[config.mk]
export PLATFORM = sky130hd
export DESIGN_NAME = riscv_core_rob_fill_arbiter_flat
export DESIGN_NICKNAME = d
export VERILOG_FILES = /design/src/rtl/riscv_core_rob_fill_arbiter_pkg.sv /design/src/rtl/riscv_core_rob_fill_arbiter_if.sv /design/src/rtl/riscv_core_rr_arbiter.sv /design/src/rtl/riscv_core_rob_fill_arbiter.sv /design/src/flat_wrapper.sv
export SDC_FILE = /design/constraint.sdc
export NUM_CORES = 1
export LEC_CHECK = 0
export BUFFER_PORTS_ARGS = -buffer_cell sky130_fd_sc_hd__buf_2
export CAP_MARGIN = 5
export CORE_MARGIN = 2
export CORE_UTILIZATION = 48
export CTS_CLUSTER_DIAMETER = 80
export DETAILED_ROUTE_END_ITERATION = 8
export HOLD_SLACK_MARGIN = 0.02
export PLACE_DENSITY = 0.79
export SLEW_MARGIN = 20
export SYNTH_ARGS = -nofsm -noshare
export SYNTH_HDL_FRONTEND = slang
export SYNTH_SLANG_ARGS = --single-unit
[constraint.sdc]
create_clock -name clk -period 3.7 [get_ports clk]
set_clock_uncertainty 0.15 [all_clocks]
set_input_delay 0.37 -clock clk [delete_from_list [all_inputs] [get_ports clk]]
set_output_delay 0.37 -clock clk [all_outputs]
set_load 0.05 [all_outputs]
[src/rtl/riscv_core_rob_fill_arbiter_pkg.sv]
// Shared ROB/writeback definitions for the out-of-order core fill path.
// Latency: n/a (types, constants and helpers only).
// Backpressure: n/a.
package riscv_core_rob_fill_arbiter_pkg;

  // ROB geometry shared with the reorder buffer itself.
  localparam int ROB_SIZE    = 16;
  localparam int ROB_SLOT_W  = $clog2(ROB_SIZE);

  // Physical register file geometry.
  localparam int PHYS_REG_W  = 5;

  // Default writeback-port configuration: ALU, MUL/DIV, memory.
  localparam int FILL_NREQ   = 3;
  localparam int FILL_DATA_W = 32;

  // Round-robin successor of a requester index among n requesters.
  function automatic int unsigned rr_next(input int unsigned idx, input int unsigned n);
    return (idx + 1 >= n) ? 0 : idx + 1;
  endfunction

endpackage

[src/rtl/riscv_core_rob_fill_arbiter_if.sv]
// Writeback-port bundle: NREQ functional-unit results in, one ROB/RF fill out.
// Latency: n/a (signal bundle only).
// Backpressure: req_rdy per requester, fill_rdy from the ROB/RF consumer.
interface riscv_core_rob_fill_arbiter_if
  import riscv_core_rob_fill_arbiter_pkg::*;
#(
  parameter int NREQ   = FILL_NREQ,
  parameter int SLOT_W = ROB_SLOT_W,
  parameter int PREG_W = PHYS_REG_W,
  parameter int DATA_W = FILL_DATA_W
) ();

  localparam int SRC_W = $clog2(NREQ);

  // Functional-unit side: one lane per requester, packed lane i at [i*W +: W].
  logic [NREQ-1:0]        req_val;
  logic [NREQ-1:0]        req_rdy;
  logic [NREQ*SLOT_W-1:0] req_slot;
  logic [NREQ*PREG_W-1:0] req_preg;
  logic [NREQ*DATA_W-1:0] req_data;

  // ROB fill / register-file write side.
  logic                   fill_val;
  logic                   fill_rdy;
  logic [SLOT_W-1:0]      fill_slot;
  logic [PREG_W-1:0]      fill_preg;
  logic [DATA_W-1:0]      fill_data;
  logic [SRC_W-1:0]       fill_src;

  // Environment view: functional units plus the ROB/RF consumer.
  modport master (
    output req_val, req_slot, req_preg, req_data, fill_rdy,
    input  req_rdy, fill_val, fill_slot, fill_preg, fill_data, fill_src
  );

  // Arbiter view.
  modport slave (
    input  req_val, req_slot, req_preg, req_data, fill_rdy,
    output req_rdy, fill_val, fill_slot, fill_preg, fill_data, fill_src
  );

endinterface

[src/rtl/riscv_core_rr_arbiter.sv]
// Combinational round-robin grant: first active request at or after i_ptr, with wrap.
// Latency: 0 cycles (purely combinational).
// Backpressure: none; the caller qualifies the grant with its own ready.
module riscv_core_rr_arbiter #(
  parameter int N     = 3,
  parameter int IDX_W = $clog2(N)
) (
  input  logic [N-1:0]     i_req,
  input  logic [IDX_W-1:0] i_ptr,
  output logic [N-1:0]     o_grant,
  output logic [IDX_W-1:0] o_idx,
  output logic             o_any
);

  logic [N-1:0]     w_grant;
  logic [IDX_W-1:0] w_idx;
  logic             w_found;
  int               w_pos;

  // Walk the requesters from i_ptr upward, wrapping at N; first hit wins.
  always_comb begin
    w_grant = '0;
    w_idx   = '0;
    w_found = 1'b0;
    w_pos   = 0;
    for (int k = 0; k < N; k++) begin
      w_pos = (int'(i_ptr) + k) % N;
      if (!w_found && i_req[w_pos]) begin
        w_grant[w_pos] = 1'b1;
        w_idx          = IDX_W'(w_pos);
        w_found        = 1'b1;
      end
    end
  end

  assign o_grant = w_grant;
  assign o_idx   = w_idx;
  assign o_any   = w_found;

endmodule

[src/rtl/riscv_core_rob_fill_arbiter.sv]
// Writeback arbiter: round-robin pick of one finished FU result per cycle into a registered ROB/RF fill stage.
// Latency: result accepted in cycle t is presented with fill_val=1 in cycle t+1; one result per cycle sustained.
// Backpressure: fill_val & !fill_rdy holds the output stage, drops every req_rdy and freezes the round-robin pointer.
module riscv_core_rob_fill_arbiter
  import riscv_core_rob_fill_arbiter_pkg::*;
#(
  parameter int NREQ   = FILL_NREQ,
  parameter int SLOT_W = ROB_SLOT_W,
  parameter int PREG_W = PHYS_REG_W,
  parameter int DATA_W = FILL_DATA_W
) (
  input  logic                          clk,
  input  logic                          reset,
  riscv_core_rob_fill_arbiter_if.slave  io_bus
);

  localparam int SRC_W = $clog2(NREQ);

  // Output stage and round-robin pointer.
  logic              r_fill_val;
  logic [SLOT_W-1:0] r_fill_slot;
  logic [PREG_W-1:0] r_fill_preg;
  logic [DATA_W-1:0] r_fill_data;
  logic [SRC_W-1:0]  r_fill_src;
  logic [SRC_W-1:0]  r_ptr;

  // Arbitration and handshake.
  logic [NREQ-1:0]   w_grant;
  logic [SRC_W-1:0]  w_win;
  logic              w_any;
  logic              w_out_free;
  logic              w_xfer;
  logic [SRC_W-1:0]  w_ptr_next;

  // Winner payload.
  logic [SLOT_W-1:0] w_slot;
  logic [PREG_W-1:0] w_preg;
  logic [DATA_W-1:0] w_data;

  riscv_core_rr_arbiter #(
    .N     (NREQ),
    .IDX_W (SRC_W)
  ) u_rr_arbiter (
    .i_req   (io_bus.req_val),
    .i_ptr   (r_ptr),
    .o_grant (w_grant),
    .o_idx   (w_win),
    .o_any   (w_any)
  );

  // The output stage can take a new result when empty or draining this cycle.
  assign w_out_free = !r_fill_val || io_bus.fill_rdy;

  // Reset gates the handshake so no requester sees an accept while it is held.
  assign w_xfer     = w_any && w_out_free && !reset;

  // Grant is one-hot, so req_rdy is one-hot or zero and only ever to a valid requester.
  assign io_bus.req_rdy = w_xfer ? w_grant : '0;

  // Priority moves to the requester just after the one served.
  assign w_ptr_next = SRC_W'(rr_next(int'(w_win), NREQ));

  // Lane select of the winning requester's payload.
  assign w_slot = io_bus.req_slot[w_win*SLOT_W +: SLOT_W];
  assign w_preg = io_bus.req_preg[w_win*PREG_W +: PREG_W];
  assign w_data = io_bus.req_data[w_win*DATA_W +: DATA_W];

  // Load on transfer (also covers drain-and-refill), else clear valid on drain; payload is kept.
  always_ff @(posedge clk) begin
    if (reset) begin
      r_fill_val  <= 1'b0;
      r_fill_slot <= '0;
      r_fill_preg <= '0;
      r_fill_data <= '0;
      r_fill_src  <= '0;
      r_ptr       <= '0;
    end else if (w_xfer) begin
      r_fill_val  <= 1'b1;
      r_fill_slot <= w_slot;
      r_fill_preg <= w_preg;
      r_fill_data <= w_data;
      r_fill_src  <= w_win;
      r_ptr       <= w_ptr_next;
    end else if (r_fill_val && io_bus.fill_rdy) begin
      r_fill_val  <= 1'b0;
    end
  end

  assign io_bus.fill_val  = r_fill_val;
  assign io_bus.fill_slot = r_fill_slot;
  assign io_bus.fill_preg = r_fill_preg;
  assign io_bus.fill_data = r_fill_data;
  assign io_bus.fill_src  = r_fill_src;

endmodule

[src/flat_wrapper.sv]
// flat-port wrapper written by rule: the top's interface ports become plain ports
module riscv_core_rob_fill_arbiter_flat import riscv_core_rob_fill_arbiter_pkg::*;
#(
  parameter int NREQ   = FILL_NREQ,
  parameter int SLOT_W = ROB_SLOT_W,
  parameter int PREG_W = PHYS_REG_W,
  parameter int DATA_W = FILL_DATA_W
)
  (clk, reset, io_bus_req_val, io_bus_req_slot, io_bus_req_preg, io_bus_req_data, io_bus_fill_rdy, io_bus_req_rdy, io_bus_fill_val, io_bus_fill_slot, io_bus_fill_preg, io_bus_fill_data, io_bus_fill_src);
  riscv_core_rob_fill_arbiter_if #(.NREQ(NREQ), .SLOT_W(SLOT_W), .PREG_W(PREG_W), .DATA_W(DATA_W)) io_bus_i ();
  input  logic clk;
  input  logic reset;
  input wire logic [$bits(io_bus_i.req_val)-1:0] io_bus_req_val;
  input wire logic [$bits(io_bus_i.req_slot)-1:0] io_bus_req_slot;
  input wire logic [$bits(io_bus_i.req_preg)-1:0] io_bus_req_preg;
  input wire logic [$bits(io_bus_i.req_data)-1:0] io_bus_req_data;
  input wire logic [$bits(io_bus_i.fill_rdy)-1:0] io_bus_fill_rdy;
  output wire logic [$bits(io_bus_i.req_rdy)-1:0] io_bus_req_rdy;
  output wire logic [$bits(io_bus_i.fill_val)-1:0] io_bus_fill_val;
  output wire logic [$bits(io_bus_i.fill_slot)-1:0] io_bus_fill_slot;
  output wire logic [$bits(io_bus_i.fill_preg)-1:0] io_bus_fill_preg;
  output wire logic [$bits(io_bus_i.fill_data)-1:0] io_bus_fill_data;
  output wire logic [$bits(io_bus_i.fill_src)-1:0] io_bus_fill_src;
  assign io_bus_i.req_val = io_bus_req_val;
  assign io_bus_i.req_slot = io_bus_req_slot;
  assign io_bus_i.req_preg = io_bus_req_preg;
  assign io_bus_i.req_data = io_bus_req_data;
  assign io_bus_i.fill_rdy = io_bus_fill_rdy;
  assign io_bus_req_rdy = io_bus_i.req_rdy;
  assign io_bus_fill_val = io_bus_i.fill_val;
  assign io_bus_fill_slot = io_bus_i.fill_slot;
  assign io_bus_fill_preg = io_bus_i.fill_preg;
  assign io_bus_fill_data = io_bus_i.fill_data;
  assign io_bus_fill_src = io_bus_i.fill_src;
  riscv_core_rob_fill_arbiter #(.NREQ(NREQ), .SLOT_W(SLOT_W), .PREG_W(PREG_W), .DATA_W(DATA_W)) u_core (.clk(clk), .reset(reset), .io_bus(io_bus_i));
endmodule
After elaboration in Yosys (flattened, before gate mapping)

Index checks and enable logic that the tools add are counted.
W data, S select, Z words.

Input port bits: 129
Output and inout bits: 47
Logic and storage cells: 67
Flip-flop bits (word level): 46

Divide/modulo/power cells: 3
Bitwise operators: 2
$add $sub $neg: 3
Mux-type cells: 28
Shift-type cells: 3
Multipliers: 1
$lt $le $gt $ge: 7
Reduce and logical (&&, ||, !) cells: 14

Operators by type and width:

| operator                | count |
|---|---|
| $ge A32 B1 Y1 const B   | 3 |
| $lt A32 B4 Y1 const B   | 3 |
| $shiftx A96 B8 Y32      | 1 |
| $mod A32 B3 Y32 const B | 2 |
| $mod A3 B3 Y32 const B  | 1 |
| $shiftx A15 B6 Y5       | 1 |
| $mux W1                 | 14 |
| $mux W3                 | 4 |
| $shiftx A12 B5 Y4       | 1 |
| $logic_and A1 B1 Y1     | 8 |
| $mux W2                 | 4 |
| $add A2 B1 Y3 const B   | 2 |
| $bmux W1 S2             | 3 |
| $demux W1 S2            | 3 |
| $or A3 B3 Y3            | 2 |
| $mul A2 B3 Y5 const B   | 1 |
| $logic_not A1 Y1        | 4 |
| $add A2 B2 Y3 const B   | 1 |
| $ge A3 B2 Y1 const B    | 1 |
| $reduce_bool A2 Y1      | 1 |
| $logic_or A1 B1 Y1      | 1 |

Logic depth before layout (Yosys ltp)

Depth in word-level cells: 14
Mapped depth: 11
Gate-level depth less buffers: 7

Cells and area by module

A second synthesis with hierarchy kept.

Cell total of the unflattened synthesis: 318
Area, all modules: 3442.1 um^2

By module, submodules not included:

| module                      | area an instance (um^2) | cells an instance | times used |
|---|---|---|---|
| riscv_core_rob_fill_arbiter | 3060.4                  | 266               | 1 |
| riscv_core_rr_arbiter       | 381.6                   | 52                | 1 |

Worst setup path after synthesis

Ideal clock, no wire load.

Kind: register to output
From: register u_core.r_ptr[0]
To: output port io_bus_req_rdy[0]
Stages on the path, launching flop included: 10
Required time: 3.180 ns
Arrival: 3.046 ns
Setup slack: 0.134 ns
Cells stage by stage: dfxtp_1 -> inv_1 -> ha_1 -> buf_2 -> o22ai_1 -> o31ai_4 -> nand2b_1 -> buf_4 -> buf_4 -> a311oi_1

Longest elaborated chain between the ends: 14
Elaborated cells on any way between the ends: 44
Those cells by class: 2 x add/sub; 3 x div; 6 x order compare; 22 x mux; 2 x bitwise; 9 x reduce/logical

Ends and longest elaborated chain:

| element                                                                  | line                              | RTL |
|---|---|---|
| start, declared                                                          | riscv_core_rob_fill_arbiter.sv:25 | `logic [SRC_W-1:0] r_ptr;` |
| start signal, assigned                                                   | riscv_core_rob_fill_arbiter.sv:83 | `r_ptr <= w_ptr_next;` |
| parallel branches: the longest is 13 deep, another holds $mod A32 B3 Y32 | --                                |  |
| $mux W3 (*)                                                              | riscv_core_rob_fill_arbiter.sv:58 | `assign io_bus.req_rdy = w_xfer ? w_grant : '0;` |
| end, declared                                                            | flat_wrapper.sv:18                | `output wire logic [$bits(io_bus_i.req_rdy)-1:0] io_bus_req_rdy;` |

Every way passes the cells marked *. The select of a mux whose other input is x is not followed.

Final worst setup path

From: register u_core.r_ptr[1]
To: output port io_bus_req_rdy[0]

Same word-level chain as after synthesis.

==> results.ini <==
[outcome]
status=completed

[drt]
finalWirelength_um=13100
postRouteAntennaNets=0
post_drt_wl_per_cell_um=17.6
routed_via_density=6.22
vias=4646
drt_iter0_drc=265
drcViolationCount=0
firstDrtPassIters=5

[cells_and_area]
fin_nets=775
area_growth_pct=23.9
design_area_mm2=0.00488
antenna_cells_inserted=0
drive_above_1_share_pct=34.0
n_fill_cell=746

[yosys]
avgSynthCellArea_um2=7.88
synth_cells=500
yosysUniqueCellTypes=47
ys_async_sr_fraction_pct=0
seq_area_frac_synth_pct=23.4
synthFlopType=dfxtp_1
syn_area_mm2=0.00394
ys_ff_latch=46
synth_edf_count=0
syn-num-nets=633
yosys_warnings=0

[setup_path]
arrival_ns=2.85
critPathLaunchType=flop
r2r_setup_slack_ns=0.43
cp_slowest_stage_delay_ns=0.54
path_class=flop to output port
critPathTopFamily=compound AO/OA/AOI/OAI gates
worstRegToRegCells=8
crit_fanout=9
cp_common_cell=nor2_1
worstPathCellList=inv_1, ha_1, mux2i_1, nor2_1, a21oi_1, nor2_1, a311oi_1, buf_2
r2r_start=u_core.r_ptr[0]$_SDFFE_PP0P_
crit_slowest_cell=mux2i_1
end_kind=output port
cp.required_ns=3.18
critPathBufInv=2
rr_endpoint=u_core.io_bus.fill_data[23]$_SDFFE_PP0P_

[clock_tree]
cts.repair.resized=0
cts_root_buf=clkbuf_8
insertion_delay_ns=0.29
postCtsHoldBufs=0
clock_sinks=46
cts_tree=done
post_cts_buffers=0
clk_pin_slew_worst_paths_ns=0.09
clockBufferDepth=2
numCtsBuffers=5
htreeDepth=2

[timing]
hold_viol=0
setup_viol_count_final=0
max_freq_mhz=297
rsz0062_at_grt=no
tightest_slew_ns=0.942
finalSetupTns_ns=0
min_period_over_period_pct=91.0
slew_violations=0
slew_headroom_pct=36.9
timing.final.crit_period_ns=3.37

[placed_design]
dp_hpwl_um=9180
placed_area_mm2=0.00480
portBuffers=175
routabilityCongestion=0.866

[die]
die-area_mm2=0.00895
ios=176
start_util_pct=48.7
rows=33
die_h_um=94.6
fp.dieW_um=94.6
core_area_mm2=0.00809

[worst_hold_path]
holdPathStages=2
worstHoldEndpoint=u_core.io_bus.fill_val$_SDFFE_PP0P_
hold_class=input pin to flop
worstHoldStart=reset

[pwr]
pwr_density_cell_mw_per_mm2=829
total_leakage_power_nw=2.23
ir_drop_uv=381

[flow_run]
max-cap-violations=0

[global_routing]
grt_pass1_vias=4393
grt_overflow=0
grt_antenna_before_repair=0
grt_pass1_wl_um=20400
grt.total_usage_pct=28.1
grt_max_degree=43

-- metal layers --
layer  track usage [%]  vias up  wire [um]
met5                 0        -          0
met3              4.71       36       1270
li1                  -     2165          -
met1              35.0     2168       5330
met4              11.2        0        406
met2              48.2      277       6140
-- synth_stat cells, types with 4 or more instances --
cell type | count | area (um2)
a2111oi_0 | 30 | 263
a2111oi_1 | 10 | 100
a21oi_1 | 5 | 25.0
and2_1 | 42 | 263
buf_1 | 4 | 15.0
buf_2 | 8 | 40.0
buf_4 | 8 | 60.1
buf_6 | 6 | 67.6
clkbuf_1 | 29 | 109
dfxtp_1 | 46 | 921
ha_1 | 4 | 50.1
inv_1 | 16 | 60.1
mux2i_1 | 44 | 440
nand2_1 | 4 | 15.0
nand2b_1 | 4 | 25.0
nand3_1 | 70 | 350
nand3b_1 | 5 | 37.5
nor2_1 | 45 | 169
o21ai_0 | 46 | 230
o31ai_1 | 29 | 218
o32ai_2 | 10 | 163
-- power by group --
part / switching, mW / internal [mW] / leakage [nW] / total [mW]
Combinational: 1.95 / 0.998 / 1.81 / 2.95
Clock: 0.183 / 0.130 / 0.0373 / 0.314
Sequential: 0.101 / 0.684 / 0.382 / 0.785
Total: 2.23 / 1.81 / 2.23 / 4.05
-- how the worst max path moves through the flow --
stage / start / to / slack [ns] / cells past startpoint
2_1_floorplan: u_core.r_ptr[0]$_SDFFE_PP0P_ / io_bus_req_rdy[0] / 0.13 / 9
3_3_place_gp: u_core.r_ptr[0]$_SDFFE_PP0P_ / u_core.io_bus.fill_data[23]$_SDFFE_PP0P_ / 0.61 / 8
3_5_place_dp: u_core.r_ptr[0]$_SDFFE_PP0P_ / u_core.io_bus.fill_data[23]$_SDFFE_PP0P_ / 0.45 / 8
4_1_cts: u_core.r_ptr[1]$_SDFFE_PP0P_ / io_bus_req_rdy[0] / 0.33 / 8
5_1_grt: u_core.r_ptr[1]$_SDFFE_PP0P_ / io_bus_req_rdy[1] / 0.04 / 7
6_report: u_core.r_ptr[1]$_SDFFE_PP0P_ / io_bus_req_rdy[0] / 0.33 / 8
-- state kept, by name, indices dropped and copies added (netlist names) --
signal	flops
u_core.io_bus.fill_preg	5
u_core.io_bus.fill_src	2
u_core.r_ptr	2
u_core.io_bus.fill_data	32
u_core.io_bus.fill_slot	4
u_core.io_bus.fill_val	1
-- cell usage in the layout, fill, tap and decap left out, types with 10 or more instances in the layout --
cell type    n
buf_4       14
buf_2      175
a2111oi_0   30
mux2i_1     44
nor2_1      45
o32ai_2     10
o21ai_0     46
a2111oi_1   10
dfxtp_1     46
inv_1       16
o31ai_1     29
nand3_1     70
and2_1      42
-- logic make-up (layout without fill, tap and decap cells) --
logic type      count (synthesis)  in the layout  share of synthesized area [%]
compound gates                150            150                           30.4
fa+ha+maj                       4              4                           1.27
buf+inv                        71            213                           8.92
flops                          46             46                           23.4
mux                            46             46                           11.8
simple gates                  183            183                           24.2
-- worst reg2reg max path: stages (launching register included) --
cell and delay, ns:
dfxtp_1 0.39, inv_1 0.08, ha_1 0.53, mux2_4 0.36, and2_1 0.26, o31ai_4 0.25
buf_4 0.40, nand2_1 0.50, o32ai_1 0.25
-- per-stage QoR --
step	utilization, %	power (mW)	hold slack [ns]	std cells	setup slack (ns)
after floorplan	-	3.13	0.289	500	0.134
after global placement	59.3	3.65	0.297	740	0.615
after detailed placement	59.3	3.73	0.300	740	0.454
after CTS	60.3	4.04	0.143	747	0.327
after global routing	60.3	4.30	0.164	747	0.0432
final	60.3	4.05	0.144	747	0.334
-- layout make-up --
cell class | instances | area, um2 | share of cell area [%]
well taps | 105 | 131 | 2.69
flip-flops and latches | 46 | 921 | 18.9
multi-input cells | 383 | 2690 | 55.1
inverters | 16 | 60.1 | 1.23
repair buffers | 190 | 1000 | 20.5
clock inverters | 1 | 7.51 | 0.154
clock buffers | 6 | 72.6 | 1.49
Note: power is estimated with default switching activity, not from simulation.
